===== src/rtl/fetch_unit_pkg.sv =====
// Shared encodings, entry layout and redirect arithmetic for the fetch stage.
package fetch_unit_pkg;

    localparam int INSTR_WIDTH = 32;
    localparam logic [31:0] DEFAULT_RESET_PC = 32'h8002_0000;

    typedef enum logic [1:0] {
        REDIR_NONE   = 2'b00,
        REDIR_BRANCH = 2'b01,
        REDIR_JUMP   = 2'b10,
        REDIR_REG    = 2'b11
    } redir_e;

    typedef struct packed {
        logic [31:0]            pc;
        logic [INSTR_WIDTH-1:0] instr;
    } fetch_entry_t;

    function automatic logic [31:0] redirect_target(
        input redir_e      sel,
        input logic [31:0] base,
        input logic [31:0] imm,
        input logic [31:0] rtgt
    );
        logic [31:0] seq;
        logic [31:0] tgt;
        seq = base + 32'd4;
        tgt = seq;
        unique case (sel)
            REDIR_BRANCH: tgt = seq + (imm << 2);
            REDIR_JUMP:   tgt = {seq[31:28], 28'h0} | ((imm << 2) & 32'h0FFF_FFFC);
            REDIR_REG:    tgt = rtgt & ~32'h3;
            default:      tgt = seq;
        endcase
        return tgt;
    endfunction

endpackage


===== src/rtl/fetch_unit_queue.sv =====
// Flushable show-ahead FIFO; used for instruction entries and in-flight PCs.
module fetch_queue #(
    parameter int DEPTH = 4,
    parameter int WIDTH = 64,
    parameter int CW    = $clog2(DEPTH + 1)
) (
    input  logic             clock,
    input  logic             reset_n,
    input  logic             flush,
    input  logic             push,
    input  logic [WIDTH-1:0] push_data,
    input  logic             pop,
    output logic [WIDTH-1:0] head_data,
    output logic [CW-1:0]    count,
    output logic             full,
    output logic             empty
);

    localparam int PW = (DEPTH > 1) ? $clog2(DEPTH) : 1;

    logic [WIDTH-1:0] mem [2**PW];
    logic [PW-1:0]    rd_ptr;
    logic [PW-1:0]    wr_ptr;
    logic             do_push;
    logic             do_pop;

    function automatic logic [PW-1:0] bump(input logic [PW-1:0] p);
        return (p == PW'(DEPTH - 1)) ? '0 : p + PW'(1);
    endfunction

    assign empty     = count == '0;
    assign full      = count == CW'(DEPTH);
    assign do_pop    = pop && !empty;
    // A full queue may still take a push when the head leaves this cycle.
    assign do_push   = push && (!full || do_pop);
    assign head_data = mem[rd_ptr];

    always_ff @(posedge clock) begin
        if (!reset_n || flush) begin
            rd_ptr <= '0;
            wr_ptr <= '0;
            count  <= '0;
        end else begin
            if (do_push) wr_ptr <= bump(wr_ptr);
            if (do_pop)  rd_ptr <= bump(rd_ptr);
            if (do_push && !do_pop)      count <= count + CW'(1);
            else if (do_pop && !do_push) count <= count - CW'(1);
        end
    end

    always_ff @(posedge clock) begin
        if (do_push) mem[wr_ptr] <= push_data;
    end

endmodule


===== src/rtl/fetch_unit.sv =====
// Decoupled fetch: PC, variable-latency imem requests, stale-response drop,
// and a show-ahead instruction queue toward decode.
module fetch_unit
    import fetch_unit_pkg::*;
#(
    parameter int          QUEUE_DEPTH     = 4,
    parameter int          MAX_OUTSTANDING = 2,
    parameter logic [31:0] RESET_PC        = DEFAULT_RESET_PC
) (
    input  logic                   clock,
    input  logic                   reset_n,
    output logic                   imem_req_valid,
    input  logic                   imem_req_ready,
    output logic [31:0]            imem_req_addr,
    input  logic                   imem_resp_valid,
    input  logic [INSTR_WIDTH-1:0] imem_resp_data,
    output logic                   out_valid,
    input  logic                   out_ready,
    output logic [INSTR_WIDTH-1:0] out_instr,
    output logic [31:0]            out_pc,
    input  logic [1:0]             redirect_sel,
    input  logic [31:0]            redirect_base_pc,
    input  logic [31:0]            redirect_imm,
    input  logic [31:0]            redirect_reg,
    output logic                   misaligned
);

    localparam int QCW = $clog2(QUEUE_DEPTH + 1);
    localparam int OCW = $clog2(MAX_OUTSTANDING + 1);

    redir_e         sel;
    logic           redirect;
    logic           accept;
    logic           resp;
    logic           drop_resp;
    logic           push;
    logic           pop;
    logic [31:0]    fetch_pc;
    logic [31:0]    target;
    logic [31:0]    resp_pc;
    logic [QCW-1:0] count;
    logic [OCW-1:0] outstanding;
    logic [OCW-1:0] drop_count;
    logic           q_full;
    logic           q_empty;
    logic           pcq_full;
    logic           pcq_empty;
    fetch_entry_t   wr_entry;
    fetch_entry_t   head;

    assign sel      = redir_e'(redirect_sel);
    assign redirect = sel != REDIR_NONE;
    assign target   = redirect_target(sel, redirect_base_pc,
                                      redirect_imm, redirect_reg);

    // Reserve queue space for every in-flight word so responses never stall.
    assign imem_req_valid = reset_n && !redirect
        && (int'(outstanding) < MAX_OUTSTANDING)
        && (int'(outstanding) + int'(count) < QUEUE_DEPTH);
    assign imem_req_addr  = fetch_pc;
    assign accept         = imem_req_valid && imem_req_ready;

    assign resp      = imem_resp_valid && reset_n;
    assign drop_resp = resp && (redirect || drop_count != '0);
    assign push      = resp && !drop_resp;
    assign pop       = !q_empty && out_ready;

    assign wr_entry  = '{pc: resp_pc, instr: imem_resp_data};
    assign out_valid = !q_empty;
    assign out_pc    = head.pc;
    assign out_instr = head.instr;

    fetch_queue #(
        .DEPTH (QUEUE_DEPTH),
        .WIDTH ($bits(fetch_entry_t))
    ) u_instr_q (
        .clock     (clock),
        .reset_n   (reset_n),
        .flush     (redirect),
        .push      (push),
        .push_data (wr_entry),
        .pop       (pop),
        .head_data (head),
        .count     (count),
        .full      (q_full),
        .empty     (q_empty)
    );

    // Its occupancy doubles as the outstanding-request count.
    fetch_queue #(
        .DEPTH (MAX_OUTSTANDING),
        .WIDTH (32)
    ) u_pc_q (
        .clock     (clock),
        .reset_n   (reset_n),
        .flush     (1'b0),
        .push      (accept),
        .push_data (fetch_pc),
        .pop       (resp),
        .head_data (resp_pc),
        .count     (outstanding),
        .full      (pcq_full),
        .empty     (pcq_empty)
    );

    always_ff @(posedge clock) begin
        if (!reset_n) begin
            fetch_pc   <= RESET_PC;
            drop_count <= '0;
            misaligned <= 1'b0;
        end else begin
            misaligned <= (sel == REDIR_REG) && (redirect_reg[1:0] != 2'b00);
            if (redirect) begin
                fetch_pc   <= target;
                drop_count <= outstanding - OCW'(resp && !pcq_empty);
            end else begin
                if (accept)    fetch_pc   <= fetch_pc + 32'd4;
                if (drop_resp) drop_count <= drop_count - OCW'(1);
            end
        end
    end

    always_ff @(posedge clock) begin
        if (reset_n) begin
            assert (!(imem_resp_valid && pcq_empty))
                else $error("fetch_unit: response with no request outstanding");
            assert (!(accept && pcq_full))
                else $error("fetch_unit: outstanding limit exceeded");
            assert (!(push && q_full && !pop))
                else $error("fetch_unit: instruction queue overflow");
            assert (int'(count) <= QUEUE_DEPTH)
                else $error("fetch_unit: queue count out of range");
            assert (int'(outstanding) <= MAX_OUTSTANDING)
                else $error("fetch_unit: outstanding count out of range");
        end
    end

endmodule

===== config.mk =====
export PLATFORM = sky130hd
export DESIGN_NAME = fetch_unit
export DESIGN_NICKNAME = d
export VERILOG_FILES = /design/src/rtl/fetch_unit_pkg.sv /design/src/rtl/fetch_unit_queue.sv /design/src/rtl/fetch_unit.sv
export SDC_FILE = /design/constraint.sdc
export NUM_CORES = 1
export LEC_CHECK = 0
export CAP_MARGIN = 20
export CORE_AREA = 2 2 177 222
export DETAILED_ROUTE_END_ITERATION = 8
export DIE_AREA = 0 0 179 224
export PLACE_DENSITY = 0.75
export SLEW_MARGIN = 0
export SYNTH_ARGS = -nofsm -noshare
export SYNTH_HDL_FRONTEND = slang
export SYNTH_SLANG_ARGS = --single-unit

===== constraint.sdc =====
create_clock -name clock -period 6.9 [get_ports clock]
set_input_delay 1.38 -clock clock [delete_from_list [all_inputs] [get_ports clock]]
set_output_delay 1.38 -clock clock [all_outputs]
set_load 0.1 [all_outputs]

==> impl_metrics.env, run 1 <==
export IMPL_finalWeightedCongestion=0.918
export IMPL_antenna_found_initial=0
export IMPL_clockBufferDepth=3
export IMPL_async_flop_share_pct=0
export IMPL_cp_arrival_ns=3.82
export IMPL_clk_latency_ns=0.52
export IMPL_cts_tree="done"
export IMPL_drcViolationCount=0
export IMPL_path_max_fanout=17
export IMPL_via_per_inst=5.52
export IMPL_place_area_um2=19700
export IMPL_drt_first_iter_violations=637
export IMPL_cts_sinks=369
export IMPL_io_buffers=231
export IMPL_postCtsSetupBuffers=0
export IMPL_slew_violations=0
export IMPL_num_vias=10400
export IMPL_die_w_um=179
export IMPL_hold_buffers=0
export IMPL_grt_pass1_vias=10600
export IMPL_timing_fmax_ghz=0.192
export IMPL_hold_path_class="reg -> reg"
export IMPL_synthFlopType="edfxtp_1"
export IMPL_core_area_um2=37900
export IMPL_netlist_area_um2=16900
export IMPL_cts_resized=0
export IMPL_syn_nets=1320
export IMPL_numCtsBuffers=36
export IMPL_fin_setup_tns_ns=0
export IMPL_drt_total_wl_mm=36.6
export IMPL_synth_edf_count=320
export IMPL_synth_cells=1137
export IMPL_diodes=0
export IMPL_grt_ovfl_total=0
export IMPL_peakVddDrop_uv=176
export IMPL_totalPowerFinal_w=0.00539
export IMPL_rsz0062_at_grt="no"
export IMPL_final_nets=1554
export IMPL_fin_area_um2=21100
export IMPL_start_kind="input pin"
export IMPL_hpwl_mm=24.6
export IMPL_period_needed_ns=5.20
export IMPL_drt_first_pass_iters=5
export IMPL_cp_end_kind="output port"
export IMPL_synth_distinct_cells=77
export IMPL_nFillCells=3007
export IMPL_grt_total_usage_pct=18.4
export IMPL_worst_setup_path_type="in -> out"
export IMPL_syn2layout_area_growth_pct=24.9
export IMPL_utilization_pct=55.6
export IMPL_dieHeight_um=224
export IMPL_p_leak_nw=7.09
export IMPL_htreeDepth=2
export IMPL_use_met1_pct=22.9
export IMPL_ios=234
export IMPL_synth_seq_cells=369
export IMPL_busiest_layer="met2"
export IMPL_finalCritPeriodShare_pct=75.4
export IMPL_ys_seq_area_share_pct=62.7
export IMPL_use_met2_pct=31.8
export IMPL_worst_slew_pin_transition_ns=1.09
export IMPL_crit_start="reset_n"
export IMPL_r2r_start="u_pc_q.count[1]$_SDFFE_PN0P_"
export IMPL_crit_required_ns=5.52
export IMPL_yosys_warnings=0
export IMPL_finalHoldViolations=0
export IMPL_avgRoutedWirePerCell_um=19.4
export IMPL_finalSetupViolCount=0
export IMPL_hold_start="u_instr_q.rd_ptr[1]$_SDFFE_PP0P_"
export IMPL_fin_skew_ns=0.0159
export IMPL_max_stage_delay_ns=1.14
export IMPL_synth_avg_cell_area_um2=14.8
export IMPL_start_util_pct=44.5
export IMPL_grt_first_pass_wirelength_mm=57.3
export IMPL_status="completed"
export IMPL_grt_max_degree=65
export IMPL_maxCapViolations=0
export IMPL_cp_cell_sequence="clkdlybuf4s50_1, buf_4, nor3b_4, and3_1, clkdlybuf4s50_1"
export IMPL_drive_gt1_share_pct=14.7
export IMPL_die_area_um2=40100
export IMPL_clkTransAtPathRegs_ns=0.07
export IMPL_groute_layer_met3_usage_pct=3.56
export IMPL_cpMaxStageDelayCell="clkdlybuf4s50_1"
export IMPL_p_per_area_nw_per_um2=256
export IMPL_core_rowCount=80
export IMPL_crit_top_cell="clkdlybuf4s50_1"
export IMPL_slew_headroom_pct=27.3
export IMPL_root_buffer="clkbuf_16"
export IMPL_drtAntennaViolNets=0
==> final timing paths <==
path	to	slack (ns)	depth (start not counted)
worst max-delay path	imem_req_valid	1.70	5
worst min-delay path	flip-flop	0.48	2
worst max register to register	imem_req_addr[18]$_SDFFE_PN0P_	4.10	12
worst min register to register	flip-flop	0.48	2
==> power breakdown <==
group          internal, W  switching [W]  leakage (nW)
clock network      0.00138       0.000827         0.665
registers          0.00246      0.0000426          3.30
logic             0.000249       0.000429          3.13
total              0.00409        0.00130          7.09
==> state kept, by name, indices dropped and copies added (netlist names), 2 cells and up, named ones only <==
signal and count:
u_instr_q.mem 256, u_pc_q.mem 64, imem_req_addr 32, u_instr_q.count 3
drop_count 2, u_instr_q.rd_ptr 2, u_instr_q.wr_ptr 2, u_pc_q.count 2
==> logic make-up after synthesis <==
kind of cell	Yosys count	synth area share, %
xor+xnor	68	3.57
compound gates	179	6.80
flops	369	62.7
fa+ha+maj	48	3.65
buf+inv	67	1.67
mux	132	13.2
simple gates	274	8.40
==> final cells by class <==
class / count / area [um^2] / share of cell area (%)
Sequential cell: 369 / 10600 / 50.3
Multi-Input combinational cell: 701 / 6030 / 28.6
Timing Repair Buffer: 242 / 2400 / 11.4
Clock buffer: 42 / 955 / 4.53
Tap cell: 492 / 616 / 2.92
Clock inverter: 24 / 398 / 1.89
Inverter: 21 / 78.8 / 0.374
==> metrics by stage <==
| step | setup WS, ns | std cells | hold slack [ns] |
|---|---|---|---|
| detailed placement | 1.64 | 1824 | 0.470 |
| floorplan | 2.19 | 1137 | 0.454 |
| finish | 1.70 | 1891 | 0.482 |
| global placement | 1.69 | 1824 | 0.457 |
| global route | 1.61 | 1891 | 0.523 |
| CTS | 1.68 | 1890 | 0.484 |
==> synthesized netlist by cell type (all sizes together), types with 11 or more instances <==
library cell  number  area share, %
dfxtp             49            5.8
nand3             37            1.2
and2              11           0.44
xnor2             44            2.3
nor2              64            1.4
mux4              69            9.2
mux2              33            2.2
a211oi            15           0.67
buf               24           0.71
o21ai             32           0.95
xor2              24            1.2
inv               20           0.44
ha                46            3.4
nor3              12           0.36
mux2i             30            1.8
nand2             72            1.6
nand4             23           0.89
clkbuf            22           0.49
and3              21           0.82
edfxtp           320             57
a21oi             69            2.1
==> metal layers <==
metal,wire [um],up-vias,part of all wire (%)
met3,2230,66,6.1
li1,-,4920,-
met4,1080,0,2.9
met1,15200,5111,41
met2,18200,333,50
met5,0,-,0
==> critical path: cells and delay by family <==
kind / cells / cell delay, ns
buf+inv: 3 / 1.83
simple gates: 2 / 0.60
==> placed cells by master (no fill, tap or decap), types with 19 or more instances in the layout <==
cell type and instances:
inv_1 19, edfxtp_1 320, mux2i_1 30, nor2_1 63, clkbuf_16 37, xnor2_1 43
nand4_1 22, ha_1 46, o21ai_0 31, mux2_2 32, mux4_2 69, nand2_1 72
a21oi_1 68, clkdlybuf4s50_1 229, xor2_1 24, nand3_1 35, dfxtp_1 47
Note: power is estimated with default switching activity, not from simulation.
==> inputs of run 2 (changes only) <==
Clock period 6.9 ns to 5.15 ns, I/O delays scaled along.
==> run 2 against run 1 <==
  * Critical path depth increased by 10
  * Sequential power increased by 34%
  * Clock skew decreased by 0.0046 ns
  * Global-route usage about the same
  * Setup slack got worse by 1.0 ns
  * Cell count decreased by 0.21%
  * Clock power increased by 13%
  * Final area decreased by 1.2%
  * Hold slack improved by 0.014 ns
  * Core utilization decreased by 0.64 points
  * Combinational power increased by 34%
  * Register-to-register slack got worse by 1.6 ns
  * Critical path type is now in -> reg
  * Critical endpoint is now imem_req_addr[31]$_SDFFE_PN1P_
==> impl_metrics.env, run 2 (synthesis results as in run 1) <==
export IMPL_hpwl_mm=25.0
export IMPL_finalWeightedCongestion=0.954
export IMPL_htreeDepth=2
export IMPL_layout_commonest_cell="edfxtp_1"
export IMPL_cp_cell_sequence="clkdlybuf4s50_1, nand4_2, nor4_4, and2_2, nand3_1, xnor2_1, ha_1, a21o_1, a21oi_1, nand2_1, nand4b_1, nand3_1, o21ai_0, or4_1, nand3_1"
export IMPL_use_met1_pct=22.7
export IMPL_cp_arrival_ns=4.93
export IMPL_final_nets=1553
export IMPL_grt_pass1_vias=10800
export IMPL_fin_skew_ns=0.0113
export IMPL_cp_end_kind="flip-flop"
export IMPL_maxCapViolations=0
export IMPL_slew_violations=0
export IMPL_drt_first_pass_iters=5
export IMPL_peakVddDrop_uv=160
export IMPL_final_cell_mix="320 x edfxtp_1, 228 x clkdlybuf4s50_1, 72 x nand2_1"
export IMPL_grt_total_usage_pct=18.4
export IMPL_regToRegEndpoint="imem_req_addr[30]$_SDFFE_PN0P_"
export IMPL_clk_latency_ns=0.52
export IMPL_crit_required_ns=5.61
export IMPL_endpoint="imem_req_addr[31]$_SDFFE_PN1P_"
export IMPL_drt_total_wl_mm=36.8
export IMPL_groute_layer_met3_usage_pct=3.45
export IMPL_cpMaxStageDelayCell="clkdlybuf4s50_1"
export IMPL_grt_first_pass_wirelength_mm=57.1
export IMPL_cts_resized=0
export IMPL_ios=234
export IMPL_r2r_start="u_pc_q.count[1]$_SDFFE_PN0P_"
export IMPL_hold_buffers=0
export IMPL_use_met2_pct=31.8
export IMPL_crit_top_cell="nand3_1"
export IMPL_finalHoldViolations=0
export IMPL_regMostFlops="u_instr_q.mem"
export IMPL_finalSetupViolCount=0
export IMPL_period_needed_ns=4.47
export IMPL_p_per_area_nw_per_um2=324
export IMPL_fin_setup_tns_ns=0
export IMPL_final_seq_area_um2=10600
export IMPL_drtAntennaViolNets=0
export IMPL_core_rowCount=80
export IMPL_dieHeight_um=224
export IMPL_rrSetupSlack_ns=2.52
export IMPL_nFillCells=3017
export IMPL_finalCritPeriodShare_pct=86.8
export IMPL_cts_tree="done"
export IMPL_clkTransAtPathRegs_ns=0.06
export IMPL_worst_slew_pin_transition_ns=1.09
export IMPL_rsz0062_at_grt="no"
export IMPL_start_kind="input pin"
export IMPL_cts_sinks=369
export IMPL_postCtsSetupBuffers=0
export IMPL_drt_first_iter_violations=591
export IMPL_busiest_layer="met2"
export IMPL_core_area_um2=37900
export IMPL_largest_register_ffs=256
export IMPL_hold_path_class="reg -> reg"
export IMPL_r2r_cells=11
export IMPL_drive_gt1_share_pct=14.1
export IMPL_numCtsBuffers=34
export IMPL_root_buffer="clkbuf_16"
export IMPL_cp_depth=15
export IMPL_via_per_inst=5.52
export IMPL_avgRoutedWirePerCell_um=19.5
export IMPL_max_stage_delay_ns=0.58
export IMPL_die_w_um=179
export IMPL_multi_input_area_um2=6030
export IMPL_crit_buf_inv=1
export IMPL_clockBufferDepth=3
export IMPL_worst_setup_path_type="in -> reg"
export IMPL_die_area_um2=40100
export IMPL_start_util_pct=44.5
export IMPL_p_leak_nw=6.97
export IMPL_hold_start="u_instr_q.rd_ptr[1]$_SDFFE_PP0P_"
export IMPL_num_vias=10400
export IMPL_grt_max_degree=65
export IMPL_utilization_pct=54.9
export IMPL_antenna_found_initial=1
export IMPL_path_delay_family="simple AND/OR/NAND/NOR gates"
export IMPL_drcViolationCount=0
export IMPL_status="completed"
export IMPL_path_max_fanout=6
export IMPL_syn2layout_area_growth_pct=23.4
export IMPL_grt_ovfl_total=0
export IMPL_timing_fmax_ghz=0.224
export IMPL_slew_headroom_pct=26.9
export IMPL_crit_start="redirect_base_pc[4]"
export IMPL_io_buffers=231
[run 2: cell types whose count changed in the layout (fill, tap and decap cells not counted), sizes merged]
| cell | previous run | this run |
|---|---|---|
| buf | 13 | 15 |
| bufinv | 10 | 4 |
| clkdlybuf4s50 | 229 | 228 |
| clkinvlp | 0 | 1 |
| diode | 0 | 1 |
| clkinv | 12 | 11 |
[run 2: metal layers]
layer	part of all wire (%)	wire, um
met4	3.1	1150
met3	5.9	2160
met5	0	0
met2	50	18300
met1	41	15100
[run 2: worst reg2reg max path: stages (launching register included)]
cell and delay, ns:
dfxtp_1 0.44, ha_1 0.27, nand3_1 0.07, and3_1 0.20, nand2_1 0.15, inv_2 0.36
and2_4 0.28, and3_4 0.21, nand3_1 0.09, xnor2_1 0.15, a22oi_1 0.19, o211ai_1 0.10
[run 2: worst min path at each step]
stage                end  cells past startpoint
2_1_floorplan  flip-flop                      2
3_3_place_gp   flip-flop                      2
3_5_place_dp   flip-flop                      2
4_1_cts        flip-flop                      2
5_1_grt        flip-flop                      2
6_report       flip-flop                      2
[run 2: area by class of cell]
cell class | count | share of cell area [%]
clock buffer | 42 | 4.23
antenna | 1 | 0.0120
timing repair buffer | 243 | 11.6
clock inverter | 18 | 1.04
multi-input combinational | 701 | 28.9
inverter | 21 | 0.378
tap | 492 | 2.95
sequential | 369 | 50.9
[run 2: per-stage QoR]
step	std cells	total power [W]	instance area [um^2]	setup WS [ns]	hold slack [ns]
detailed placement	1826	0.00432	19700	0.242	0.465
CTS	1886	0.00682	20800	0.756	0.500
floorplan	1137	0.00401	16900	0.788	0.454
global placement	1826	0.00431	19700	0.302	0.461
finish	1887	0.00675	20800	0.678	0.496
global route	1887	0.00700	20800	0.462	0.523
[run 2: where the power goes]
part / internal, W / switching (W) / total (W) / leakage [nW]
Clock: 0.00143 / 0.00106 / 0.00249 / 0.536
Sequential: 0.00330 / 0.0000597 / 0.00336 / 3.30
Combinational: 0.000334 / 0.000573 / 0.000907 / 3.14
==> inputs of run 3 (changes only) <==
Settings changed: GPL_ROUTABILITY_DRIVEN set to 0.
==> run 3 against run 2 <==
  * Non-clock buffer count decreased by 1
  * Highest routed layer unchanged
  * Critical path type unchanged
  * Wire length up 0.51%
  * Largest power group unchanged
  * Die area unchanged
  * Setup slack gained 0.071 ns
  * Register-to-register slack got worse by 0.08 ns
==> impl_metrics.env, run 3 (synthesis results as in run 1) <==
export IMPL_grt_ovfl_total=0
export IMPL_drcViolationCount=0
export IMPL_grt_pass1_vias=10600
export IMPL_cts_sinks=369
export IMPL_crit_required_ns=5.61
export IMPL_diodes=0
export IMPL_cp_end_kind="flip-flop"
export IMPL_drt_first_pass_iters=5
export IMPL_p_leak_nw=6.98
export IMPL_cts_tree="done"
export IMPL_clkTransAtPathRegs_ns=0.06
export IMPL_final_nets=1552
export IMPL_hold_buffers=0
export IMPL_regToRegEndpoint="imem_req_addr[30]$_SDFFE_PN0P_"
export IMPL_fin_skew_ns=0.0194
export IMPL_largest_register_ffs=256
export IMPL_ios=234
export IMPL_postCtsSetupBuffers=0
export IMPL_pre_cts_slack_ns=0.306
export IMPL_grt_max_degree=65
export IMPL_hold_path_class="reg -> reg"
export IMPL_peakVddDrop_uv=190
export IMPL_die_area_um2=40100
export IMPL_finalHoldViolations=0
export IMPL_hold_slack_ns=0.503
export IMPL_avgRoutedWirePerCell_um=19.6
export IMPL_grt_total_usage_pct=18.3
export IMPL_core_area_um2=37900
export IMPL_antenna_found_initial=0
export IMPL_period_needed_ns=4.40
export IMPL_cts_resized=0
export IMPL_finalCritPeriodShare_pct=85.5
export IMPL_dieHeight_um=224
export IMPL_core_rowCount=80
export IMPL_io_buffers=231
export IMPL_drt_total_wl_mm=37.0
export IMPL_r2r_start="u_pc_q.count[1]$_SDFFE_PN0P_"
export IMPL_worst_slew_pin_transition_ns=1.10
export IMPL_clockBufferDepth=3
export IMPL_layout_commonest_cell="edfxtp_1"
export IMPL_path_max_fanout=6
export IMPL_start_util_pct=44.5
export IMPL_drt_first_iter_violations=920
export IMPL_regMostFlops="u_instr_q.mem"
export IMPL_rrSetupSlack_ns=2.44
export IMPL_totalPowerFinal_w=0.00679
export IMPL_rsz0062_at_grt="no"
export IMPL_final_cell_mix="320 x edfxtp_1, 228 x clkdlybuf4s50_1, 72 x nand2_1"
export IMPL_die_w_um=179
export IMPL_maxCapViolations=0
export IMPL_numCtsBuffers=34
export IMPL_hpwl_mm=25.2
export IMPL_r2r_cells=11
export IMPL_timing_fmax_ghz=0.227
export IMPL_fin_setup_tns_ns=0
export IMPL_slew_violations=0
export IMPL_setup_slack_ns=0.749
export IMPL_clk_latency_ns=0.52
export IMPL_worst_setup_path_type="in -> reg"
export IMPL_p_per_area_nw_per_um2=326
export IMPL_hold_depth=2
export IMPL_start_kind="input pin"
export IMPL_status="completed"
export IMPL_syn2layout_area_growth_pct=23.6
export IMPL_slew_headroom_pct=26.3
export IMPL_num_vias=10400
export IMPL_drive_gt1_share_pct=14.0
export IMPL_drtAntennaViolNets=0
export IMPL_cp_arrival_ns=4.86
export IMPL_via_per_inst=5.52
export IMPL_htreeDepth=2
export IMPL_grt_first_pass_wirelength_mm=57.4
export IMPL_finalSetupViolCount=0
export IMPL_root_buffer="clkbuf_16"
export IMPL_hold_start="u_instr_q.rd_ptr[1]$_SDFFE_PP0P_"
-- run 3: cell types whose count changed in the layout (fill, tap and decap cells not counted), sizes merged --
cell | before | now
buf | 15 | 14
clkinvlp | 1 | 2
clkbuf | 42 | 40
diode | 1 | 0
clkinv | 11 | 15
inv | 23 | 21
-- run 3: metal layers --
metal  share of wire (%)  track usage, %  vias up
met5                   0               0        -
met4                 2.7            6.16        0
met3                 6.4            3.51       57
met2                  50            31.8      343
met1                  41            22.9     5104
li1                    -               -     4916
-- run 3: power breakdown --
part	switching (W)	total (W)	internal, W	leakage, nW
logic	0.000571	0.000905	0.000334	3.13
clock network	0.00106	0.00253	0.00147	0.547
registers	0.0000594	0.00336	0.00330	3.30
-- run 3: area by class of cell --
class / count / area (um^2)
sequential: 369 / 10600
timing repair buffer: 242 / 2410
clock inverter: 21 / 226
clock buffer: 40 / 905
multi-input combinational: 701 / 6030
inverter: 21 / 78.8
fill: 3001 / 17100
tap: 492 / 616
-- run 3: worst max-delay path: stages --
cell             delay (ns)
clkdlybuf4s50_1        0.59
nand4_2                0.18
nor4_4                 0.55
and2_2                 0.29
nand3_1                0.10
xnor2_1                0.15
ha_1                   0.35
a21o_1                 0.21
a21oi_1                0.23
nand2_1                0.07
nand4b_1               0.27
nand3_1                0.19
o21ai_0                0.12
or4_1                  0.43
nand3_1                0.09
-- run 3: worst max-delay path by stage --
stage | start | to | cells after the start | slack (ns)
CTS | flip-flop | out_pc[10] | 3 | 0.79
global placement | redirect_base_pc[4] | imem_req_addr[31]$_SDFFE_PN1P_ | 15 | 0.32
detailed placement | redirect_base_pc[4] | imem_req_addr[31]$_SDFFE_PN1P_ | 15 | 0.31
global route | redirect_base_pc[4] | imem_req_addr[29]$_SDFFE_PN0P_ | 17 | 0.55
finish | redirect_base_pc[4] | imem_req_addr[31]$_SDFFE_PN1P_ | 15 | 0.75
floorplan | redirect_sel[1] | u_pc_q.mem[0][0]$_DFFE_PP_ | 6 | 0.79
-- run 3: per-stage QoR --
step | utilization, % | area (um^2) | cells
after global routing | 55.0 | 20900 | 1886
after detailed placement | 52.0 | 19700 | 1825
after global placement | 52.0 | 19700 | 1825
after floorplan | - | 16900 | 1137
after CTS | 55.0 | 20900 | 1886
final | 55.0 | 20900 | 1886
